### src/rtl/msdap_input_ctrl.sv
// MSDAP front-end loader: streams Rj values, coefficients and then samples into the ALU memories.
// Runs one ALU pass per sample and stalls input until alu_done; a run of zero samples enters sleep.
module msdap_input_ctrl #(
  parameter int ZERO_RUN = 800,
  parameter int ZCNT_W   = 10
) (
  input  logic        clk_i,
  input  logic        clear_i,
  input  logic        reload_i,
  input  logic        in_valid_i,
  output logic        in_ready_o,
  input  logic [15:0] in_word_i,
  output logic        rj_we_o,
  output logic [3:0]  rj_waddr_o,
  output logic [7:0]  rj_wdata_o,
  output logic        coeff_we_o,
  output logic [8:0]  coeff_waddr_o,
  output logic [15:0] coeff_wdata_o,
  output logic        data_we_o,
  output logic [7:0]  data_waddr_o,
  output logic [15:0] data_wdata_o,
  output logic [7:0]  current_data_addr_o,
  output logic        alu_enable_o,
  output logic        alu_clear_o,
  input  logic        alu_done_i,
  output logic        sleep_o
);

  localparam logic [2:0] S_LOAD_RJ    = 3'd0;
  localparam logic [2:0] S_LOAD_COEFF = 3'd1;
  localparam logic [2:0] S_WAIT_DATA  = 3'd2;
  localparam logic [2:0] S_WORKING    = 3'd3;
  localparam logic [2:0] S_SLEEP      = 3'd4;

  logic [2:0]        state_q, state_d;
  logic [3:0]        rj_cnt_q, rj_cnt_d;
  logic [8:0]        coeff_cnt_q, coeff_cnt_d;
  logic [7:0]        data_ptr_q, data_ptr_d;
  logic [ZCNT_W-1:0] zcnt_q, zcnt_d;
  logic              in_ready_q, in_ready_d;
  logic              pend_q, pend_d;
  logic              alu_enable_q, alu_enable_d;
  logic              alu_clear_q, alu_clear_d;
  logic              sleep_q, sleep_d;
  logic              rj_we_q, rj_we_d;
  logic [3:0]        rj_waddr_q, rj_waddr_d;
  logic [7:0]        rj_wdata_q, rj_wdata_d;
  logic              coeff_we_q, coeff_we_d;
  logic [8:0]        coeff_waddr_q, coeff_waddr_d;
  logic [15:0]       coeff_wdata_q, coeff_wdata_d;
  logic              data_we_q, data_we_d;
  logic [7:0]        data_waddr_q, data_waddr_d;
  logic [15:0]       data_wdata_q, data_wdata_d;
  logic [7:0]        cur_addr_q, cur_addr_d;

  logic accept;
  logic start_pass;
  logic is_zero;

  assign accept  = in_valid_i && in_ready_q;
  assign is_zero = (in_word_i == 16'h0000);

  always_comb begin
    state_d       = state_q;
    rj_cnt_d      = rj_cnt_q;
    coeff_cnt_d   = coeff_cnt_q;
    data_ptr_d    = data_ptr_q;
    zcnt_d        = zcnt_q;
    pend_d        = pend_q;
    alu_enable_d  = alu_enable_q;
    sleep_d       = sleep_q;
    rj_we_d       = 1'b0;
    rj_waddr_d    = rj_waddr_q;
    rj_wdata_d    = rj_wdata_q;
    coeff_we_d    = 1'b0;
    coeff_waddr_d = coeff_waddr_q;
    coeff_wdata_d = coeff_wdata_q;
    data_we_d     = 1'b0;
    data_waddr_d  = data_waddr_q;
    data_wdata_d  = data_wdata_q;
    cur_addr_d    = cur_addr_q;
    start_pass    = 1'b0;
    in_ready_d    = 1'b0;
    alu_clear_d   = 1'b1;

    if (reload_i) begin
      // Restart from Rj load; memories keep their contents.
      state_d      = S_LOAD_RJ;
      rj_cnt_d     = 4'd0;
      coeff_cnt_d  = 9'd0;
      data_ptr_d   = 8'd0;
      zcnt_d       = '0;
      pend_d       = 1'b0;
      alu_enable_d = 1'b0;
      sleep_d      = 1'b0;
      cur_addr_d   = 8'd0;
    end else begin
      if (alu_enable_q && alu_done_i) alu_enable_d = 1'b0;
      // The write lands one cycle before the ALU is enabled.
      if (pend_q) begin
        pend_d       = 1'b0;
        alu_enable_d = 1'b1;
      end

      if (accept) begin
        case (state_q)
          S_LOAD_RJ: begin
            rj_we_d    = 1'b1;
            rj_waddr_d = rj_cnt_q;
            rj_wdata_d = in_word_i[7:0];
            if (rj_cnt_q == 4'd15) begin
              rj_cnt_d = 4'd0;
              state_d  = S_LOAD_COEFF;
            end else begin
              rj_cnt_d = rj_cnt_q + 4'd1;
            end
          end
          S_LOAD_COEFF: begin
            coeff_we_d    = 1'b1;
            coeff_waddr_d = coeff_cnt_q;
            coeff_wdata_d = in_word_i;
            if (coeff_cnt_q == 9'd511) begin
              coeff_cnt_d = 9'd0;
              state_d     = S_WAIT_DATA;
            end else begin
              coeff_cnt_d = coeff_cnt_q + 9'd1;
            end
          end
          S_WAIT_DATA, S_WORKING, S_SLEEP: begin
            data_we_d    = 1'b1;
            data_waddr_d = data_ptr_q;
            data_wdata_d = in_word_i;
            cur_addr_d   = data_ptr_q;
            data_ptr_d   = data_ptr_q + 8'd1;
            if (!is_zero) begin
              zcnt_d     = '0;
              start_pass = 1'b1;
              sleep_d    = 1'b0;
              state_d    = S_WORKING;
            end else if (state_q != S_SLEEP) begin
              if (zcnt_q + ZCNT_W'(1) == ZCNT_W'(ZERO_RUN)) begin
                zcnt_d  = ZCNT_W'(ZERO_RUN);
                sleep_d = 1'b1;
                state_d = S_SLEEP;
              end else begin
                zcnt_d     = zcnt_q + ZCNT_W'(1);
                start_pass = 1'b1;
                state_d    = S_WORKING;
              end
            end
          end
          default: state_d = S_LOAD_RJ;
        endcase
      end

      if (start_pass) pend_d = 1'b1;
      in_ready_d  = !start_pass && !pend_q && !(alu_enable_q && !alu_done_i);
      alu_clear_d = (state_d == S_LOAD_RJ) || (state_d == S_LOAD_COEFF) ||
                    (state_d == S_WAIT_DATA);
    end
  end

  always_ff @(posedge clk_i or posedge clear_i) begin
    if (clear_i) begin
      state_q       <= S_LOAD_RJ;
      rj_cnt_q      <= 4'd0;
      coeff_cnt_q   <= 9'd0;
      data_ptr_q    <= 8'd0;
      zcnt_q        <= '0;
      in_ready_q    <= 1'b0;
      pend_q        <= 1'b0;
      alu_enable_q  <= 1'b0;
      alu_clear_q   <= 1'b1;
      sleep_q       <= 1'b0;
      rj_we_q       <= 1'b0;
      rj_waddr_q    <= 4'd0;
      rj_wdata_q    <= 8'd0;
      coeff_we_q    <= 1'b0;
      coeff_waddr_q <= 9'd0;
      coeff_wdata_q <= 16'd0;
      data_we_q     <= 1'b0;
      data_waddr_q  <= 8'd0;
      data_wdata_q  <= 16'd0;
      cur_addr_q    <= 8'd0;
    end else begin
      state_q       <= state_d;
      rj_cnt_q      <= rj_cnt_d;
      coeff_cnt_q   <= coeff_cnt_d;
      data_ptr_q    <= data_ptr_d;
      zcnt_q        <= zcnt_d;
      in_ready_q    <= in_ready_d;
      pend_q        <= pend_d;
      alu_enable_q  <= alu_enable_d;
      alu_clear_q   <= alu_clear_d;
      sleep_q       <= sleep_d;
      rj_we_q       <= rj_we_d;
      rj_waddr_q    <= rj_waddr_d;
      rj_wdata_q    <= rj_wdata_d;
      coeff_we_q    <= coeff_we_d;
      coeff_waddr_q <= coeff_waddr_d;
      coeff_wdata_q <= coeff_wdata_d;
      data_we_q     <= data_we_d;
      data_waddr_q  <= data_waddr_d;
      data_wdata_q  <= data_wdata_d;
      cur_addr_q    <= cur_addr_d;
    end
  end

  assign in_ready_o          = in_ready_q;
  assign rj_we_o             = rj_we_q;
  assign rj_waddr_o          = rj_waddr_q;
  assign rj_wdata_o          = rj_wdata_q;
  assign coeff_we_o          = coeff_we_q;
  assign coeff_waddr_o       = coeff_waddr_q;
  assign coeff_wdata_o       = coeff_wdata_q;
  assign data_we_o           = data_we_q;
  assign data_waddr_o        = data_waddr_q;
  assign data_wdata_o        = data_wdata_q;
  assign current_data_addr_o = cur_addr_q;
  assign alu_enable_o        = alu_enable_q;
  assign alu_clear_o         = alu_clear_q;
  assign sleep_o             = sleep_q;

endmodule

### config.mk
export PLATFORM = sky130hd
export DESIGN_NAME = msdap_input_ctrl
export DESIGN_NICKNAME = d
export VERILOG_FILES = /design/src/rtl/msdap_input_ctrl.sv
export SDC_FILE = /design/constraint.sdc
export NUM_CORES = 1
export LEC_CHECK = 0
export BUFFER_PORTS_ARGS = -buffer_cell sky130_fd_sc_hd__buf_2
export CORE_UTILIZATION = 30
export CTS_CLUSTER_DIAMETER = 60
export DETAILED_ROUTE_END_ITERATION = 6
export GPL_ROUTABILITY_DRIVEN = 0
export GPL_TIMING_DRIVEN = 0
export SYNTH_ARGS = -nofsm -noshare
export SYNTH_HDL_FRONTEND = slang
export SYNTH_SLANG_ARGS = --single-unit
export TNS_END_PERCENT = 5
### constraint.sdc
create_clock -name clk_i -period 3.17 [get_ports clk_i]
set_input_delay 0.317 -clock clk_i [delete_from_list [all_inputs] [get_ports clk_i]]
set_output_delay 0.317 -clock clk_i [all_outputs]
set_load 0.01 [all_outputs]
==> results of run 1 <==
==> critical path, cell delays in order (launching register included) <==
cell and delay [ns]:
dfrtp_1 0.47, ha_1 0.35, and4_1 0.35, nand3_1 0.10
o31ai_1 0.27, nand4_1 0.24, nor2_1 0.26, a31oi_1 0.16
a21oi_1 0.26
==> registers in the layout (all words and copies together) (netlist names), 3 cells and up <==
register             count
rj_waddr_o               4
data_waddr_o             8
current_data_addr_o      8
rj_wdata_o               8
data_wdata_o            16
zcnt_q                  10
coeff_wdata_o           16
coeff_waddr_o            9
state_q                  3
coeff_cnt_q              9
rj_cnt_q                 4
data_ptr_q               8
==> area by class of cell <==
type / count / area, µm²
clock inverter: 4 / 53.8
clock buffer: 12 / 256
sequential: 111 / 2780
timing repair buffer: 98 / 520
tap: 216 / 270
buffer: 20 / 98.8
multi-input combinational: 322 / 1960
fill: 1591 / 9860
inverter: 7 / 30.0
==> synth_stat cells (all sizes together) (5+ instances only) <==
cell type  number
dfrtp         110
nand2         101
nor2           40
mux2           38
o21ai          28
nand3          14
buf            11
mux2i          11
a21oi          10
clkbuf          9
xor2            8
and3            7
inv             7
ha              6
nand4           6
nor4            6
o31ai           6
nor3            5
==> worst min-delay path by stage <==
stage / startpoint / end / slack [ns] / cells past startpoint
3_5_place_dp: data_wdata_o[7] / data_wdata_o[7] / 0.46 / 2
6_report: clear_i / coeff_waddr_o[3] / 0.09 / 2
5_1_grt: clear_i / rj_wdata_o[1] / 0.14 / 2
4_1_cts: clear_i / coeff_waddr_o[3] / 0.1 / 2
3_3_place_gp: data_wdata_o[7] / data_wdata_o[7] / 0.45 / 2
2_1_floorplan: in_word_i[0] / data_wdata_o[0] / 0.42 / 2
==> stage by stage <==
step / hold slack [ns] / area, µm² / std cells / utilization
floorplan: 0.422 / 4860 / 460 / -
global route: 0.139 / 5960 / 790 / 0.377
detailed placement: 0.456 / 5650 / 774 / 0.357
CTS: 0.0985 / 5960 / 790 / 0.377
finish: 0.0904 / 5960 / 790 / 0.377
global placement: 0.454 / 5610 / 772 / 0.355
==> metal layers <==
layer  share of wire  vias to the layer above  global-route usage
met5               0                        -                   0
met4           0.014                        0              0.0519
met3           0.054                       12              0.0376
met2            0.47                       93               0.226
met1            0.46                     1842               0.190
li1                -                     1804                   -
==> where the power goes <==
| group | internal, mW | total [mW] | switching [mW] |
|---|---|---|---|
| Combinational | 0.212 | 0.490 | 0.278 |
| Clock | 0.658 | 1.16 | 0.503 |
| Sequential | 1.56 | 1.65 | 0.0837 |
| Total | 2.43 | 3.30 | 0.865 |
==> cells by family after synthesis <==
logic type,count (synthesis),synth area share
xor+xnor,11,0.0198
buf+inv,27,0.0257
compound gates,62,0.0801
flops,111,0.572
simple gates,194,0.176
fa+ha+maj,6,0.0154
mux,49,0.111
==> layout by cell type (no fill, tap or decap), types with 5 or more instances in the layout <==
cell type  Yosys  layout
nand4_1        6       6
mux2_2        38      38
ha_1           6       6
nand2_1      100     100
clkbuf_16      0       9
nor3_1         5       5
mux2i_1       11      11
clkbuf_1       9      10
inv_1          6       5
a21oi_1        9       9
dfrtp_1      110     110
and3_1         7       7
o21ai_1       18      18
xor2_1         8       8
o31ai_1        6       6
nor2_1        40      40
o21ai_0       10      10
buf_2          7     103
nor4_1         5       5
nand3_1       13      13
==> impl_metrics.tcl, run 1 <==
set metrics [dict create \
    synth_warnings 0 \
    htreeDepth 3 \
    n_antenna_cell 0 \
    path_max_fanout 8 \
    avgSynthCellArea_um2 10.6 \
    arrival_ns 2.80 \
    required_ns 3.43 \
    synth_edf_count 0 \
    synthesis.instances 460 \
    postCtsSetupBuffers 0 \
    r2r_cells 8 \
    drtAntennaViolNets 0 \
    wire_per_inst_um 14.7 \
    synth_area_leader_cell "dfrtp_1" \
    dp_slack_ns 0.628 \
    async_flop_share 1.00 \
    design.core.area_um2 15800 \
    cap_violations 0 \
    crit_start "zcnt_q[0]" \
    routed_wl_um 11600 \
    hold_path.class "input pin to asynchronous set/reset pin" \
    layout_setup_ws_ns 0.629 \
    place_hpwl_um 8430 \
    setup_violations 0 \
    cts-resized-gates 0 \
    grt_pass1_vias 3628 \
    status "complete, no violations" \
    cp-end-kind "flip-flop" \
    drv_slew 0 \
    antenna_found_initial 0 \
    grt_overflow 0 \
    fp.dieW_um 129 \
    fin_skew_ns 0.00367 \
    clockBufferDepth 2 \
    cts_root_buf "clkbuf_16" \
    ys_seq_area_frac 0.572 \
    power.density_nw_per_um2 553 \
    drt_pass1_iterations 5 \
    vias 3751 \
    start_kind "flip-flop" \
    syn_area_um2 4860 \
    timing.fmax_mhz 394 \
    portBuffers 96 \
    start_util 0.307 \
    cts_tree "built" \
    worst_slew_pin_slew_ns 0.778 \
    synthTopCellsByArea "dfrtp_1, mux2_2, nand2_1, nor2_1, mux2i_1" \
    drtIter0Drc 153 \
    areaGrowthSynthToFinish_pct 22.7 \
    finalNetCount 596 \
    reg2reg_to "alu_clear_o" \
    syn_nets 487 \
    synth_flop_cell "dfrtp_1" \
    finalSetupTns_ns 0 \
    grt_pass1_wl_um 18500 \
    reg2reg_from "zcnt_q[0]" \
    ctsHoldBuffers 0 \
    power.total_mw 3.30 \
    drt-vias-per-instance 4.75 \
    yosys.area.top_type_share 0.566 \
    clk_pin_slew_ns 0.07 \
    numCtsBuffers 9 \
    synthDistinctLibCells 49 \
    criticalPathCategory "flip-flop to flip-flop" \
    ios 97 \
    drive_above_1_share 0.294 \
    die_area_um2 16700 \
    row_count 46 \
    hold_viol 0 \
    p_leak_nw 2.99 \
    timing.final.crit_share 0.801 \
    rsz0062_at_grt "no" \
    track_usage 0.143 \
    grt_max_degree 43 \
    r2r_slack_ns 0.63 \
    die_y_um 129 \
    post-route-min-period_ns 2.54 \
    endpoint "alu_clear_o" \
    ir_drop_mv 0.243 \
    synth_seq_cells 111 \
    relSlewSlack 0.480 \
    drc 0 \
    worstSkewPairLatency_ns 0.35 \
    cts.sinks 111 \
]
Power figures use the tool's default switching activity.
==> run 2: changes to the inputs <==
Clock period 3.17 ns to 2.2 ns, I/O delays scaled along.
==> impl_metrics.tcl, run 2 (same netlist as run 1, synthesis figures left out) <==
set metrics [dict create \
    ios 97 \
    cts.sinks 111 \
    r2r_cells 9 \
    violations "negative hold slack" \
    timing.final.crit_share 0.985 \
    p_leak_nw 3.03 \
    antenna_found_initial 0 \
    status "complete, but fails checks" \
    criticalPathCategory "flip-flop to flip-flop" \
    worstSkewPairLatency_ns 0.35 \
    power.density_nw_per_um2 776 \
    hold_path.class "input pin to asynchronous set/reset pin" \
    finalNetCount 604 \
    path_max_fanout 8 \
    layout_setup_ws_ns 0.0321 \
    drive_above_1_share 0.344 \
    ir_drop_mv 0.350 \
    die_area_um2 16700 \
    place_hpwl_um 8430 \
    grt_overflow 0 \
    timing.fmax_mhz 461 \
    cap_violations 0 \
    grt_pass1_wl_um 18600 \
    design_area_um2 6160 \
    areaGrowthSynthToFinish_pct 26.8 \
    htreeDepth 3 \
    clk_pin_slew_ns 0.07 \
    start_kind "flip-flop" \
    row_count 46 \
    numCtsBuffers 9 \
    n_antenna_cell 0 \
    track_usage 0.143 \
    start_util 0.307 \
    post-route-min-period_ns 2.17 \
    die_y_um 129 \
    final_common_cell "dfrtp_1" \
    reg2reg_from "zcnt_q[0]" \
    ctsHoldBuffers 0 \
    cts_tree "built" \
    portBuffers 96 \
    clockBufferDepth 2 \
    drtAntennaViolNets 0 \
    fin_skew_ns 0.00475 \
    drv_slew 0 \
    grt_pass1_vias 3636 \
    hold_viol 17 \
    final.fill_count 1577 \
    final_cell_mix "dfrtp_1, buf_2, nand2_1" \
    wire_per_inst_um 14.7 \
    grt_max_degree 43 \
    cts_root_buf "clkbuf_16" \
    drtIter0Drc 147 \
    dp_slack_ns -0.302 \
    finalCoreUtilization 0.389 \
    worst_slew_pin_slew_ns 0.742 \
    vias 3791 \
    design.core.area_um2 15800 \
    required_ns 2.44 \
    whs_ns -0.00651 \
    arrival_ns 2.41 \
    routed_wl_um 11700 \
    drc 0 \
    relSlewSlack 0.504 \
    drt-vias-per-instance 4.75 \
    setup_violations 0 \
    rsz0062_at_grt "yes" \
    cp-end-kind "flip-flop" \
    crit_start "zcnt_q[0]" \
    place_area_um2 5650 \
    drt_pass1_iterations 4 \
    endpoint "state_q[0]" \
    r2r_slack_ns 0.03 \
    fp.dieW_um 129 \
    reg2reg_to "state_q[0]" \
]
run 2: cell count changes in the layout (fill, tap and decap cells not counted), moves of 3 or more:
cell	before	now
and3_1	7	4
and3_4	0	3
buf_4	4	13
ha_4	0	3
dfrtp_1	110	106
dfrtp_2	0	4
nor2_1	40	37
ha_1	6	3
run 2: area by class of cell:
type	count	area, µm²	share of cell area
Clock buffer	12	256	0.0416
Inverter	7	30.0	0.00487
Multi-Input combinational cell	322	2070	0.336
Timing Repair Buffer	107	601	0.0975
Clock inverter	4	53.8	0.00873
Buffer	19	97.6	0.0158
Sequential cell	111	2780	0.452
Tap cell	216	270	0.0439
run 2: through the flow:
| step | power [mW] | instances | TNS (ns) |
|---|---|---|---|
| 2_1_floorplan | 2.78 | 460 | -0.108 |
| 3_3_place_gp | 3.09 | 772 | -18.28 |
| 4_1_cts | 4.83 | 792 | -0.327 |
| 6_report | 4.78 | 798 | 0 |
| 5_1_grt | 5.01 | 798 | -0.548 |
| 3_5_place_dp | 3.12 | 774 | -9.27 |
run 2: how the worst min path moves through the flow:
| stage | endpoint | startpoint | slack (ns) |
|---|---|---|---|
| after global routing | rj_wdata_o[1] | clear_i | 0.04 |
| after floorplan | data_wdata_o[0] | in_word_i[0] | 0.33 |
| after global placement | data_wdata_o[9] | in_word_i[9] | 0.45 |
| after detailed placement | coeff_waddr_o[3] | clear_i | 0.38 |
| final | coeff_waddr_o[3] | clear_i | -0.007 |
| after CTS | coeff_waddr_o[3] | clear_i | 0.001 |
run 2: what timing repair did:
item	CTS	global route
setup buffers	3	6
pin swaps	5	6
resized for setup	16	14
endpoints found under the setup margin	53	68
run 2: power breakdown:
part	internal, mW	switching, mW
clock network	0.948	0.730
registers	2.25	0.121
logic	0.319	0.408
run 2: layer usage:
layer	share of wire	wire length [µm]	track usage
met3	0.051	597	0.0376
met1	0.46	5410	0.190
met4	0.016	186	0.0533
met2	0.47	5540	0.225
met5	0	0	0
run 2: worst max-delay path: stages, from the launching register on:
cell	delay (ns)
dfrtp_2	0.46
ha_4	0.20
and4_4	0.26
nand3_1	0.11
o31ai_2	0.27
nand4_1	0.11
buf_4	0.18
nor2_2	0.14
a31oi_2	0.15
and2_1	0.17
==> run 3: changes to the inputs <==
Settings changed: GPL_ROUTABILITY_DRIVEN 0 to not set, MAX_ROUTING_LAYER set to met4, PLACE_DENSITY_LB_ADDON set to 0.12.
==> impl_metrics.tcl, run 3 (same netlist as run 1, synthesis figures left out) <==
set metrics [dict create \
    n_antenna_cell 0 \
    drtIter0Drc 241 \
    whs_ns 0.0846 \
    wire_per_inst_um 14.7 \
    drv_slew 0 \
    timing.fmax_mhz 468 \
    p_leak_nw 3.08 \
    crit_start "coeff_cnt_q[0]" \
    ir_drop_mv 0.372 \
    finalNetCount 612 \
    layout_setup_ws_ns 0.0616 \
    relSlewSlack 0.561 \
    final_common_cell "dfrtp_1" \
    crit_chain "ha_2, and3_4, and3_4, and3_4, ha_4, nor2_1, o21ai_0, o221ai_1, o21ai_1, a31oi_2, and2_1" \
    grt_pass1_wl_um 19100 \
    endpoint "state_q[0]" \
    start_util 0.307 \
    grt_pass1_vias 3597 \
    cts_root_buf "clkbuf_16" \
    cts.sinks 111 \
    post-route-min-period_ns 2.14 \
    worst-path-buf-inv 0 \
    setup_violations 0 \
    die_y_um 129 \
    dp_slack_ns -0.300 \
    path_max_fanout 5 \
    grt_overflow 0 \
    arrival_ns 2.39 \
    finalCoreUtilization 0.393 \
    portBuffers 96 \
    drt_pass1_iterations 6 \
    place_hpwl_um 8300 \
    drtAntennaViolNets 0 \
    timing.final.crit_share 0.972 \
    vias 3770 \
    hold_viol 0 \
    row_count 46 \
    areaGrowthSynthToFinish_pct 28.1 \
    antenna_found_initial 0 \
    worstSkewPairLatency_ns 0.36 \
    clk_pin_slew_ns 0.08 \
    crit_top_cell "and3_4" \
    cap_violations 0 \
    routed_wl_um 11800 \
    die_area_um2 16700 \
    reg2reg_to "state_q[0]" \
    finalSetupTns_ns 0 \
    status "complete, no violations" \
    r2r_cells 11 \
    drive_above_1_share 0.353 \
    final.fill_count 1588 \
    clockBufferDepth 2 \
    cp-end-kind "flip-flop" \
    numCtsBuffers 9 \
    required_ns 2.45 \
    power.density_nw_per_um2 777 \
    routabilityCongestion 0.756 \
    drt-vias-per-instance 4.68 \
    reg2reg_from "coeff_cnt_q[0]" \
    ios 97 \
    hold_path.class "input pin to flip-flop" \
    cts_tree "built" \
    cp_num_cells 11 \
    fin_skew_ns 0.00678 \
    htreeDepth 3 \
    criticalPathCategory "flip-flop to flip-flop" \
    worst_slew_pin_slew_ns 0.655 \
    start_kind "flip-flop" \
    multiInputGateArea_um2 2070 \
    fp.dieW_um 129 \
    track_usage 0.154 \
    slowest_delay_ns 0.36 \
    ff_latch_area_um2 2780 \
    cp_top_family "simple AND/OR/NAND/NOR gates" \
    rsz0062_at_grt "yes" \
    drc 0 \
    design.core.area_um2 15800 \
    grt_max_degree 40 \
    crit_path_top_delay_cell "dfrtp_1" \
    r2r_slack_ns 0.06 \
    final_cell_mix "dfrtp_1, buf_2, nand2_1" \
]
-- run 3: final cells by class --
type | instances | area share
buffer | 19 | 0.0161
clock buffer | 9 | 0.0362
tap | 216 | 0.0434
sequential | 111 | 0.447
inverter | 7 | 0.00482
timing repair buffer | 115 | 0.106
multi-input combinational | 322 | 0.332
clock inverter | 7 | 0.0145
-- run 3: repair_timing --
action                                 CTS  global route
endpoints found under the hold margin   37             0
setup endpoints to repair               67            77
pin swaps                                2             6
gates resized for setup                 20            10
hold buffers                             1             0
buffers inserted                         3            12
-- run 3: worst min-delay path, delay by kind of cell --
| kind | cells | cell delay, ns |
|---|---|---|
| and+or+nand+nor | 2 | 0.10 |
| buffers and inverters | 1 | 0.10 |
-- run 3: worst min path at each step --
stage / startpoint / end / slack, ns / depth (start not counted)
after CTS: in_word_i[8] / data_wdata_o[8] / 0.08 / 3
final: in_word_i[9] / data_wdata_o[9] / 0.08 / 3
after floorplan: in_word_i[0] / data_wdata_o[0] / 0.33 / 2
after detailed placement: clear_i / coeff_waddr_o[5] / 0.29 / 3
after global routing: in_word_i[8] / data_wdata_o[8] / 0.08 / 3
after global placement: in_word_i[11] / data_wdata_o[11] / 0.45 / 3
-- run 3: power by group --
part | internal (mW) | switching [mW]
Combinational | 0.322 | 0.415
Sequential | 2.25 | 0.114
Clock | 0.910 | 0.823
-- run 3: layer usage --
layer / global-route usage / wire length (µm) / vias to the layer above
met3: 0.0351 / 436 / 12
met4: 0.0574 / 179 / 0
met2: 0.224 / 5400 / 69
met1: 0.209 / 5820 / 1845
met5: - / 0 / -
li1: - / - / 1844
-- run 3: through the flow --
| step | cell area (µm²) | cells | total power, mW |
|---|---|---|---|
| CTS | 6100 | 794 | 4.90 |
| floorplan | 4860 | 460 | 2.78 |
| finish | 6230 | 806 | 4.84 |
| global placement | 5610 | 772 | 3.11 |
| detailed placement | 5670 | 775 | 3.13 |
| global route | 6230 | 806 | 5.09 |
